File: config.mk
export PLATFORM = sky130hd
export DESIGN_NAME = hit_detect
export DESIGN_NICKNAME = d
export VERILOG_FILES = /design/src/rtl/hit_detect_pkg.sv /design/src/rtl/hit_detect_toggle_detect.sv /design/src/rtl/hit_detect.sv
export SDC_FILE = /design/constraint.sdc
export NUM_CORES = 1
export LEC_CHECK = 0
export ABC_CLOCK_PERIOD_IN_PS = 2320
export BUFFER_PORTS_ARGS = -buffer_cell sky130_fd_sc_hd__buf_2
export CAP_MARGIN = 25
export CELL_PAD_IN_SITES_DETAIL_PLACEMENT = 1
export CELL_PAD_IN_SITES_GLOBAL_PLACEMENT = 1
export CORE_MARGIN = 2
export CORE_UTILIZATION = 36
export CTS_CLUSTER_SIZE = 25
export DETAILED_ROUTE_END_ITERATION = 12
export PLACE_DENSITY_LB_ADDON = 0.1
export SLEW_MARGIN = 10
export SYNTH_ARGS = -nofsm -noshare
export SYNTH_HDL_FRONTEND = slang
export SYNTH_SLANG_ARGS = --single-unit
File: constraint.sdc
create_clock -name clk -period 2.32 [get_ports clk]
set_clock_uncertainty 0.2 [all_clocks]
set_input_delay 0.464 -clock clk [delete_from_list [all_inputs] [get_ports clk]]
set_output_delay 0.464 -clock clk [all_outputs]
set_load 0.02 [all_outputs]
File: src/rtl/hit_detect_pkg.sv
// Shared constants and FSM encoding for the whack-a-mole hit detector.
package hit_detect_pkg;

  localparam int NUM_HOLES = 9;
  localparam int SCORE_W   = 8;
  localparam int MISS_W    = 4;
  localparam int POS_W     = 4;

  typedef enum logic [1:0] {
    ST_IDLE   = 2'd0,
    ST_WAIT   = 2'd1,
    ST_ARMED  = 2'd2,
    ST_LOCKED = 2'd3
  } state_t;

endpackage

File: src/rtl/hit_detect_toggle_detect.sv
// Switch edge detector: remembers last switch levels and flags any bit that changed.
// With load_only set the history still tracks the switches but no toggle is reported.
module toggle_detect #(
  parameter int W = 9
) (
  input  logic         clk,
  input  logic         load_only,
  input  logic [W-1:0] sw,
  output logic [W-1:0] tog
);

  logic [W-1:0] sw_prev;

  // History loads unconditionally, so reset and idle both reduce to masking the output.
  always_ff @(posedge clk) begin
    sw_prev <= sw;
  end

  assign tog = load_only ? '0 : (sw ^ sw_prev);

endmodule

File: src/rtl/hit_detect.sv
// Judges switch toggles against the shown mole: registered hit/miss/ack pulses one cycle after
// the switch edge, plus saturating per-round hit and miss counters.
module hit_detect
  import hit_detect_pkg::*;
#(
  parameter int HOLES = NUM_HOLES,
  parameter int SW    = SCORE_W,
  parameter int MW    = MISS_W
) (
  input  logic             clk,
  input  logic             rst,
  input  logic             game_active,
  input  logic             mole_valid,
  input  logic [POS_W-1:0] mole_pos,
  input  logic [HOLES-1:0] sw_clean,
  output logic             hit_pulse,
  output logic             miss_pulse,
  output logic             mole_ack,
  output logic [SW-1:0]    score,
  output logic [MW-1:0]    miss_cnt
);

  localparam logic [POS_W-1:0] HOLES_P = POS_W'(HOLES);

  state_t           state, state_nxt;
  logic [POS_W-1:0] pos_lat;
  logic [HOLES-1:0] tog;
  logic             mole_ok, any_tog, tgt_tog;
  logic             hit_nxt, miss_nxt, clr_nxt;

  toggle_detect #(.W(HOLES)) u_tog (
    .clk       (clk),
    .load_only (rst || (state == ST_IDLE)),
    .sw        (sw_clean),
    .tog       (tog)
  );

  assign mole_ok = mole_valid && (mole_pos < HOLES_P);
  assign any_tog = |tog;
  // Index only when in range; the && keeps an out-of-range position from reading garbage.
  assign tgt_tog = mole_ok && tog[mole_pos];

  always_comb begin
    state_nxt = state;
    hit_nxt   = 1'b0;
    miss_nxt  = 1'b0;
    clr_nxt   = 1'b0;
    if (!game_active) begin
      state_nxt = ST_IDLE;
    end else begin
      case (state)
        ST_IDLE: begin
          state_nxt = ST_WAIT;
          clr_nxt   = 1'b1;
        end
        ST_WAIT: begin
          miss_nxt = any_tog;
          if (mole_ok) state_nxt = ST_ARMED;
        end
        ST_ARMED: begin
          if (!mole_ok) begin
            miss_nxt  = any_tog;
            state_nxt = ST_WAIT;
          end else if (tgt_tog) begin
            hit_nxt   = 1'b1;
            state_nxt = ST_LOCKED;
          end else begin
            miss_nxt = any_tog;
          end
        end
        ST_LOCKED: begin
          if (!mole_valid || (mole_pos != pos_lat))
            state_nxt = mole_ok ? ST_ARMED : ST_WAIT;
        end
        default: state_nxt = ST_IDLE;
      endcase
    end
  end

  always_ff @(posedge clk) begin
    if (rst) begin
      state      <= ST_IDLE;
      pos_lat    <= '0;
      hit_pulse  <= 1'b0;
      miss_pulse <= 1'b0;
      mole_ack   <= 1'b0;
      score      <= '0;
      miss_cnt   <= '0;
    end else begin
      state      <= state_nxt;
      hit_pulse  <= hit_nxt;
      miss_pulse <= miss_nxt;
      mole_ack   <= hit_nxt;
      if (hit_nxt) pos_lat <= mole_pos;
      if (clr_nxt) begin
        score    <= '0;
        miss_cnt <= '0;
      end else begin
        if (hit_nxt && (score != '1))     score    <= score + 1'b1;
        if (miss_nxt && (miss_cnt != '1)) miss_cnt <= miss_cnt + 1'b1;
      end
    end
  end

endmodule

==> results of run 1 <==
critical path, stage by stage, from the launching register on:
cell	delay (ps)
dfxtp_2	330
inv_2	50
ha_4	160
or3_4	400
o221ai_4	190
a41oi_2	170
a21o_1	250
inv_2	110
buf_6	140
mux2i_1	190
nor2_1	60
kinds of logic after synthesis:
kind of cell | after synthesis | synth area share (%)
buffers and inverters | 13 | 5.92
DFF | 29 | 38.7
AOI/OAI and AO/OA | 32 | 14.7
xor gates and xnor gates | 13 | 7.59
adders and majority gates | 6 | 5.00
muxes | 9 | 6.01
and+or+nand+nor | 61 | 22.1
cell type report:
cell class | count | area [um2]
Fill cell | 468 | 1880
Multi-Input combinational cell | 121 | 952
Clock inverter | 1 | 30.0
Timing Repair Buffer | 60 | 380
Sequential cell | 29 | 583
Tap cell | 50 | 62.6
Inverter | 8 | 30.0
Clock buffer | 7 | 86.3
cell usage after synthesis, drive strengths merged, types with 2 or more instances:
| cell type | number | area (um2) |
|---|---|---|
| nand2 | 12 | 45.0 |
| xnor2 | 13 | 114 |
| nand3 | 9 | 50.1 |
| a21oi | 7 | 35.0 |
| ha | 6 | 75.1 |
| and2 | 2 | 12.5 |
| mux2i | 9 | 90.1 |
| dfxtp | 29 | 581 |
| a41o | 2 | 21.3 |
| inv | 8 | 30.0 |
| nand4 | 6 | 37.5 |
| o21ai | 6 | 30.0 |
| buf | 5 | 58.8 |
| or3 | 4 | 25.0 |
| and3 | 5 | 32.5 |
| nor3b | 2 | 15.0 |
| nor2 | 11 | 41.3 |
| a31o | 2 | 17.5 |
| a211oi | 2 | 15.0 |
| o221ai | 2 | 17.5 |
| o31ai | 3 | 22.5 |
| a21o | 3 | 22.5 |
| a31oi | 2 | 12.5 |
| a41oi | 2 | 17.5 |
state kept, by name, summed over array words and instances (netlist names):
signal         cells
miss_cnt           4
miss_pulse         1
mole_ack           1
pos_lat            4
score              8
state              2
u_tog.sw_prev      9
cells in the final DEF, fill, tap and decap left out, drive strengths merged, types with 4 or more instances in the layout:
| master | n |
|---|---|
| and3 | 5 |
| inv | 8 |
| clkbuf | 7 |
| nand3 | 9 |
| or3 | 4 |
| nand4 | 6 |
| o21ai | 6 |
| xnor2 | 13 |
| buf | 60 |
| nand2 | 12 |
| mux2i | 9 |
| nor2 | 11 |
| ha | 6 |
| dfxtp | 29 |
| a21oi | 7 |
routing by layer:
metal,vias to the layer above,GRT usage [%],wire (um)
li1,713,-,-
met1,675,23.5,1880
met5,-,0,0
met2,27,32.3,2010
met4,0,6.50,59
met3,7,4.87,159
power by group through the flow:
stage | clock [uW] | combinational, uW | sequential, uW
2_1_floorplan | 0 | 77.7 | 527
3_3_place_gp | 0 | 141 | 525
3_5_place_dp | 0 | 145 | 525
4_1_cts | 562 | 156 | 514
5_1_grt | 583 | 188 | 515
6_report | 540 | 170 | 514
final timing paths:
check / to / slack (ps) / cells past startpoint
max: pos_lat[0] / -40 / 10
min: u_tog.sw_prev[3] / 110 / 1
max reg2reg: pos_lat[0] / -40 / 10
min reg2reg: miss_cnt[1] / 300 / 2
through the flow:
step | utilization (%) | hold slack (ps)
after CTS | 51.0 | 97.9
final | 53.1 | 108
after floorplan | - | 282
after global placement | 46.3 | 281
after global routing | 53.1 | 99.6
after detailed placement | 46.3 | 297
repair_timing:
item,CTS,global route
buffers inserted,4,3
hold buffers,0,0
pin swaps,9,10
gates resized for setup,11,12
endpoints found under the setup margin,14,18
==> impl_metrics.tcl, run 1 <==
set metrics [dict create \
    synth_edf_count 0 \
    crit_type "register to register" \
    port_buffers 31 \
    maxCapViolCount 0 \
    startpoint "state[0]" \
    start_util_pct 37.5 \
    fin_ws_ps -41.5 \
    grt_max_degree 10 \
    drc 0 \
    post-route-period-util_pct 102 \
    clockBufferDepth 2 \
    fin_cells 276 \
    hold_path.class "primary input to register" \
    dp_slack_ps -143 \
    cts_root_buffer "clkbuf_8" \
    setup_tns_ps -200 \
    worstPathArrival_ps 2340 \
    nets 248 \
    place_area_mm2 0.00185 \
    dp_hpwl_um 3050 \
    antenna_found_initial 0 \
    yosysSeqAreaShare_pct 38.7 \
    fin_crit_ps 2360 \
    die_w_um 68.6 \
    power.leakage_uw 0.000917 \
    path_max_fanout 5 \
    power_density_mw_per_mm2 576 \
    postSynthCellCount 163 \
    switching_share_pct 23.2 \
    drt.antenna.violating_nets 0 \
    switching_power_uw 284 \
    ios 32 \
    rows 23 \
    seqPwrFrac_pct 42.0 \
    cts_sinks 29 \
    clkTransAtPathRegs_ps 60 \
    synth-seq-cells 29 \
    yosys_warnings 0 \
    syn_nets 186 \
    ys_types 43 \
    grt_first_pass_wirelength_um 6670 \
    fp.coreArea_mm2 0.00400 \
    clk_latency_ps 280 \
    setup_viol 8 \
    viasPerCell 5.15 \
    ctsHtreeMaxLevel 2 \
    routed_wl_um 4110 \
    ys_async_sr_fraction_pct 0 \
    hold_viol 0 \
    rsz0062_at_grt "yes" \
    relSlewSlack_pct 72.0 \
    netlist_area_mm2 0.00150 \
    vdd_drop_max_mv 0.328 \
    maxSlewViolCount 0 \
    dp.cells 261 \
    drt-initial-drc-count 42 \
    power.total_uw 1220 \
    dieHeight_um 68.6 \
    outcome "finished with violations" \
    crit_path_end_kind "register" \
    worst_pin_slew_ps 416 \
    grt_overflow 0 \
    avgRoutedWirePerCell_um 14.9 \
    fmax_mhz 423 \
    hp-start "sw_clean[3]" \
    area_delta_synth_final_pct 41.6 \
    diodes 0 \
    grt_pass1_vias 1494 \
    die_area_mm2 0.00470 \
    drive_gt1_share_pct 40.7 \
    start_kind "register" \
    crit_required_ps 2290 \
    syn_avg_cell_area_um2 9.20 \
    violations "setup timing" \
    reg2reg_from "state[0]" \
    vias 1422 \
    design_area_mm2 0.00212 \
    p_clk_share_pct 44.1 \
    numCtsBuffers 5 \
    dr.pass1.iters 3 \
    internal-power_uw 941 \
    grt_usage_pct 19.1 \
    cts_tree "done" \
    pwr-share-comb_pct 13.9 \
    gp_congestion 0.816 \
    synth_top_flop_cell "dfxtp_1" \
]
No activity file was read; power rests on OpenSTA's default activity.
==> run 2, diff against run 1 <==
--- a/constraint.sdc
+++ b/constraint.sdc
@@ -4,2 +4,2 @@
 set_output_delay 0.464 -clock clk [all_outputs]
-set_load 0.02 [all_outputs]
+set_load 0.1 [all_outputs]
==> impl_metrics.tcl, run 2 (synthesis gave the netlist of run 1 again) <==
set metrics [dict create \
    grt_usage_pct 20.1 \
    worstPathArrival_ps 2340 \
    reg_top3 "u_tog.sw_prev (9), score (8)" \
    die_w_um 68.6 \
    fillCellCount 478 \
    clk_latency_ps 280 \
    routed_wl_um 4410 \
    regMostFlops "u_tog.sw_prev" \
    dp_hpwl_um 3280 \
    hold_path.class "primary input to register" \
    diodes 0 \
    cts_tree "done" \
    drive_gt1_share_pct 43.2 \
    regArea_um2 593 \
    antenna_found_initial 0 \
    clkTransAtPathRegs_ps 60 \
    post-route-period-util_pct 102 \
    avgRoutedWirePerCell_um 16.2 \
    die_area_mm2 0.00470 \
    power.leakage_uw 0.000902 \
    drt-initial-drc-count 55 \
    fp.coreArea_mm2 0.00400 \
    fin_ws_ps -42.0 \
    crit_required_ps 2290 \
    start_kind "register" \
    area_delta_synth_final_pct 39.3 \
    numCtsBuffers 5 \
    grt_overflow 0 \
    final_common_cell "buf_2" \
    viasPerCell 5.27 \
    ios 32 \
    place_area_mm2 0.00185 \
    cts_sinks 29 \
    vias 1433 \
    design_area_mm2 0.00209 \
    nets 244 \
    crit_type "register to register" \
    final_cell_mix "buf_2, buf_4, dfxtp_1" \
    port_buffers 31 \
    grt_first_pass_wirelength_um 6830 \
    cts_root_buffer "clkbuf_8" \
    dr.pass1.iters 4 \
    multi_input_area_um2 933 \
    setup_viol 7 \
    drc 0 \
    relSlewSlack_pct 66.9 \
    path_max_fanout 6 \
    rsz0062_at_grt "yes" \
    hold_viol 0 \
    worst_pin_slew_ps 500 \
    vdd_drop_max_mv 0.400 \
    drt.antenna.violating_nets 0 \
    dieHeight_um 68.6 \
    maxCapViolCount 0 \
    start_util_pct 37.5 \
    rows 23 \
    cts_hold_buf 0 \
    fmax_mhz 423 \
    fin_crit_ps 2360 \
    grt_pass1_vias 1471 \
    outcome "finished with violations" \
    ctsHtreeMaxLevel 2 \
    maxSlewViolCount 0 \
    largest_register_ff_count 9 \
    power_density_mw_per_mm2 588 \
    violations "setup timing" \
    clockBufferDepth 2 \
    crit_path_end_kind "register" \
    grt_max_degree 10 \
    gp_congestion 0.809 \
    power.total_uw 1230 \
]
run 2: changes by cell type in the layout (fill, tap and decap cells not counted), moves of 2 or more:
cell | before | now
dfxtp_2 | 2 | 10
o21ai_1 | 1 | 3
buf_4 | 27 | 22
dfxtp_1 | 27 | 19
run 2: metal layers:
layer	GRT usage, %	wire length, um	share of wire [%]
met4	6.50	60	1.4
met3	5.19	166	3.8
met1	23.7	1940	44
met2	35.5	2240	51
met5	0	0	0
run 2: area by class of cell:
type / instances / share of cell area, %
clock inverters: 1 / 1.44
repair buffers: 56 / 16.9
clock buffers: 7 / 4.13
flip-flops and latches: 29 / 28.4
multi-input cells: 121 / 44.7
inverters: 8 / 1.44
well taps: 50 / 2.99
run 2: worst max-delay path, cell delays in order, from the launching register on:
cell     delay, ps
dfxtp_2        340
inv_2           50
buf_4          120
buf_4          120
buf_4          120
ha_1           240
and3_1         200
nand3_1        120
a21o_1         140
inv_2           70
buf_6          130
and3_2         200
a31o_2         200
run 2: path summary, 6_finish.rpt:
check | startpoint | to | slack (ps) | depth (start not counted)
hold / removal | sw_clean[7] | u_tog.sw_prev[7] | 110 | 1
setup / recovery | state[0] | score[1] | -40 | 12
setup reg to reg | state[0] | score[1] | -40 | 12
hold reg to reg | score[0] | score[0] | 270 | 1
run 2: repair_timing:
| item | 4_1_cts | 5_1_grt |
|---|---|---|
| buffers inserted | 3 | 2 |
| pin swaps | 12 | 11 |
| endpoints found under the setup margin | 11 | 17 |
| gates resized for setup | 13 | 8 |
run 2: through the flow:
step / util (%) / setup TNS [ps] / cells / hold WS (ps) / worst slack [ps]
6_report: 52.2 / -119 / 272 / 106 / -42.0
5_1_grt: 52.2 / -1240 / 272 / 96.2 / -132
4_1_cts: 51.2 / -11.0 / 270 / 100 / -10.7
3_5_place_dp: 46.2 / -964 / 259 / 271 / -158
3_3_place_gp: 46.2 / -407 / 259 / 252 / -55.6
2_1_floorplan: - / 0 / 163 / 282 / 13.8
run 2: report_power, final:
part / internal (uW) / total, uW / leakage (uW) / switching, uW
combinational: 81.2 / 173 / 0.000601 / 92.1
clock: 350 / 540 / 0.0000585 / 191
sequential: 509 / 515 / 0.000242 / 5.38
==> run 3, diff against run 2 <==
Settings changed: ABC_AREA set to 1, CORE_UTILIZATION 36 to 34.
==> impl_metrics.tcl, run 3 <==
set metrics [dict create \
    rrSetupSlack_ps 120 \
    largest_register_ff_count 9 \
    synth_edf_count 0 \
    regMostFlops "u_tog.sw_prev" \
    yosys.area.top_type_share_pct 36.6 \
    clkTransAtPathRegs_ps 70 \
    netlist_area_mm2 0.00159 \
    setup_viol 0 \
    fin_util_pct 46.2 \
    die_area_mm2 0.00523 \
    cts_root_buffer "clkbuf_8" \
    reg2reg_from "state[1]" \
    worstPathArrival_ps 2180 \
    path_max_fanout 8 \
    nets 292 \
    cts_sinks 29 \
    grt_max_degree 11 \
    antenna_found_initial 0 \
    outcome "finished, final reports clean" \
    post-route-period-util_pct 94.7 \
    ios 32 \
    grt_use_met2_pct 27.7 \
    fin_crit_ps 2200 \
    syn_avg_cell_area_um2 7.03 \
    worst_r2r_endpoint "score[4]" \
    diodes 0 \
    area_delta_synth_final_pct 28.5 \
    clk_latency_ps 280 \
    hold_path.class "primary input to register" \
    dr.pass1.iters 4 \
    crit_required_ps 2300 \
    grt_overflow 0 \
    vias 1551 \
    ctsHtreeMaxLevel 2 \
    avgRoutedWirePerCell_um 12.0 \
    ys_async_sr_fraction_pct 0 \
    cts_tree "done" \
    maxSlewViolCount 0 \
    cts_hold_buf 0 \
    yosys_warnings 0 \
    final_common_cell "nand2_1" \
    dieHeight_um 72.3 \
    start_kind "register" \
    yosysMostFrequentCell "nand2_1" \
    ys_types 26 \
    start_util_pct 36.0 \
    drive_gt1_share_pct 29.6 \
    power_density_mw_per_mm2 594 \
    synth_common_cells "nand2_1, inv_1, dfxtp_1, nand3_1" \
    yosysTopAreaCell "dfxtp_1" \
    crit_path_end_kind "register" \
    synth_area_leaders "dfxtp_1, nand2_1, inv_1" \
    maxCapViolCount 0 \
    worst_pin_slew_ps 486 \
    setup_tns_ps 0 \
    syn_nets 249 \
    yosysSeqAreaShare_pct 36.6 \
    grtUsageMet3_pct 6.53 \
    gp_congestion 0.754 \
    vdd_drop_max_mv 0.369 \
    grt_first_pass_wirelength_um 6440 \
    synth_top_flop_cell "dfxtp_1" \
    use_met1_pct 18.0 \
    grt_usage_pct 16.1 \
    viasPerCell 4.82 \
    reg_top3 "u_tog.sw_prev (9), score (8)" \
    postSynthCellCount 226 \
    power.total_uw 1210 \
    holdPathStages 1 \
    drt.antenna.violating_nets 0 \
    port_buffers 31 \
    drt-initial-drc-count 33 \
    synth-seq-cells 29 \
    reg2regPathDepth 15 \
    drc 0 \
    power.leakage_uw 0.000983 \
    final_cell_mix "nand2_1, buf_2, inv_1" \
    holdPathEnd "u_tog.sw_prev[0]" \
    grt_pass1_vias 1501 \
    fp.coreArea_mm2 0.00441 \
    clockBufferDepth 2 \
    hp-start "sw_clean[0]" \
    crit_type "register to register" \
    numCtsBuffers 5 \
    hold_viol 0 \
    fillCellCount 579 \
    fmax_mhz 455 \
    die_w_um 72.3 \
    dp_hpwl_um 2950 \
    top_usage_layer "met2" \
    relSlewSlack_pct 67.8 \
    routed_wl_um 3870 \
    rows 24 \
]
## run 3: cell count changes in the layout (fill, tap and decap cells not counted), moves of 5 or more
cell / before / now
a21oi_1: 4 / 13
buf_4: 22 / 4
nor2_1: 11 / 16
nand3_1: 8 / 18
inv_1: 5 / 30
xnor2_1: 13 / 4
mux2i_1: 9 / 0
nand2_1: 12 / 53
dfxtp_1: 19 / 25
dfxtp_2: 10 / 4
nand2_2: 0 / 6
## run 3: area by class of cell
class                   count  area [um2]  area share, %
multi-input cells         159         911           44.6
flip-flops and latches     29         586           28.7
repair buffers             38         219           10.7
inverters                  36         140           6.87
clock buffers               6        82.6           4.05
well taps                  52        65.1           3.19
clock inverters             2        37.5           1.84
## run 3: worst max-delay path by stage
stage | start | to | slack [ps]
3_5_place_dp | state[1] | score[6] | 30
3_3_place_gp | state[1] | score[1] | 50
2_1_floorplan | score[3] | score[2] | 10
6_report | state[1] | score[4] | 120
4_1_cts | state[1] | score[0] | 0.3
5_1_grt | state[0] | score[5] | -20
## run 3: metrics by stage
stage,worst slack [ps],area (um2),hold WS (ps),std cells
after floorplan,12.3,1590,245,226
after global placement,48.0,1820,272,311
after detailed placement,28.7,1820,272,311
after CTS,0.285,1940,99.3,319
after global routing,-21.5,2040,89.0,322
final,122,2040,105,322
## run 3: cell families after synthesis
logic type | share of synthesized area [%]
compound gates | 9.30
xor+xnor | 4.41
simple gates | 35.2
buf+inv | 9.77
flops | 36.6
fa+ha+maj | 4.73
## run 3: repair_timing
| item | CTS | global route |
|---|---|---|
| gates resized for setup | 0 | 23 |
| buffers inserted | 0 | 3 |
| setup endpoints to repair | 0 | 18 |
## run 3: worst max-delay path: stages (launching register included)
cell     delay, ps
dfxtp_2        350
inv_2           50
ha_4           160
nor2_4         220
nand3_1        140
nand2_1         80
inv_1           40
nor2_2          90
nand2_1         60
nand3_2         80
nand3_2         70
inv_2          100
nand4_4        140
buf_6          180
nand2_1         60
a21oi_2         50
## run 3: layer usage
metal | part of all wire [%] | wire length (um) | vias up
li1 | - | - | 809
met1 | 44 | 1700 | 709
met2 | 50 | 1920 | 26
met3 | 5.0 | 192 | 7
met4 | 1.5 | 57 | 0
met5 | 0 | 0 | -
## run 3: power by group
| group | total (uW) | switching, uW | leakage [uW] | internal, uW |
|---|---|---|---|---|
| Combinational | 142 | 89.4 | 0.000686 | 52.9 |
| Clock | 555 | 206 | 0.0000574 | 349 |
| Sequential | 515 | 5.62 | 0.000239 | 509 |
| Total | 1210 | 301 | 0.000983 | 911 |
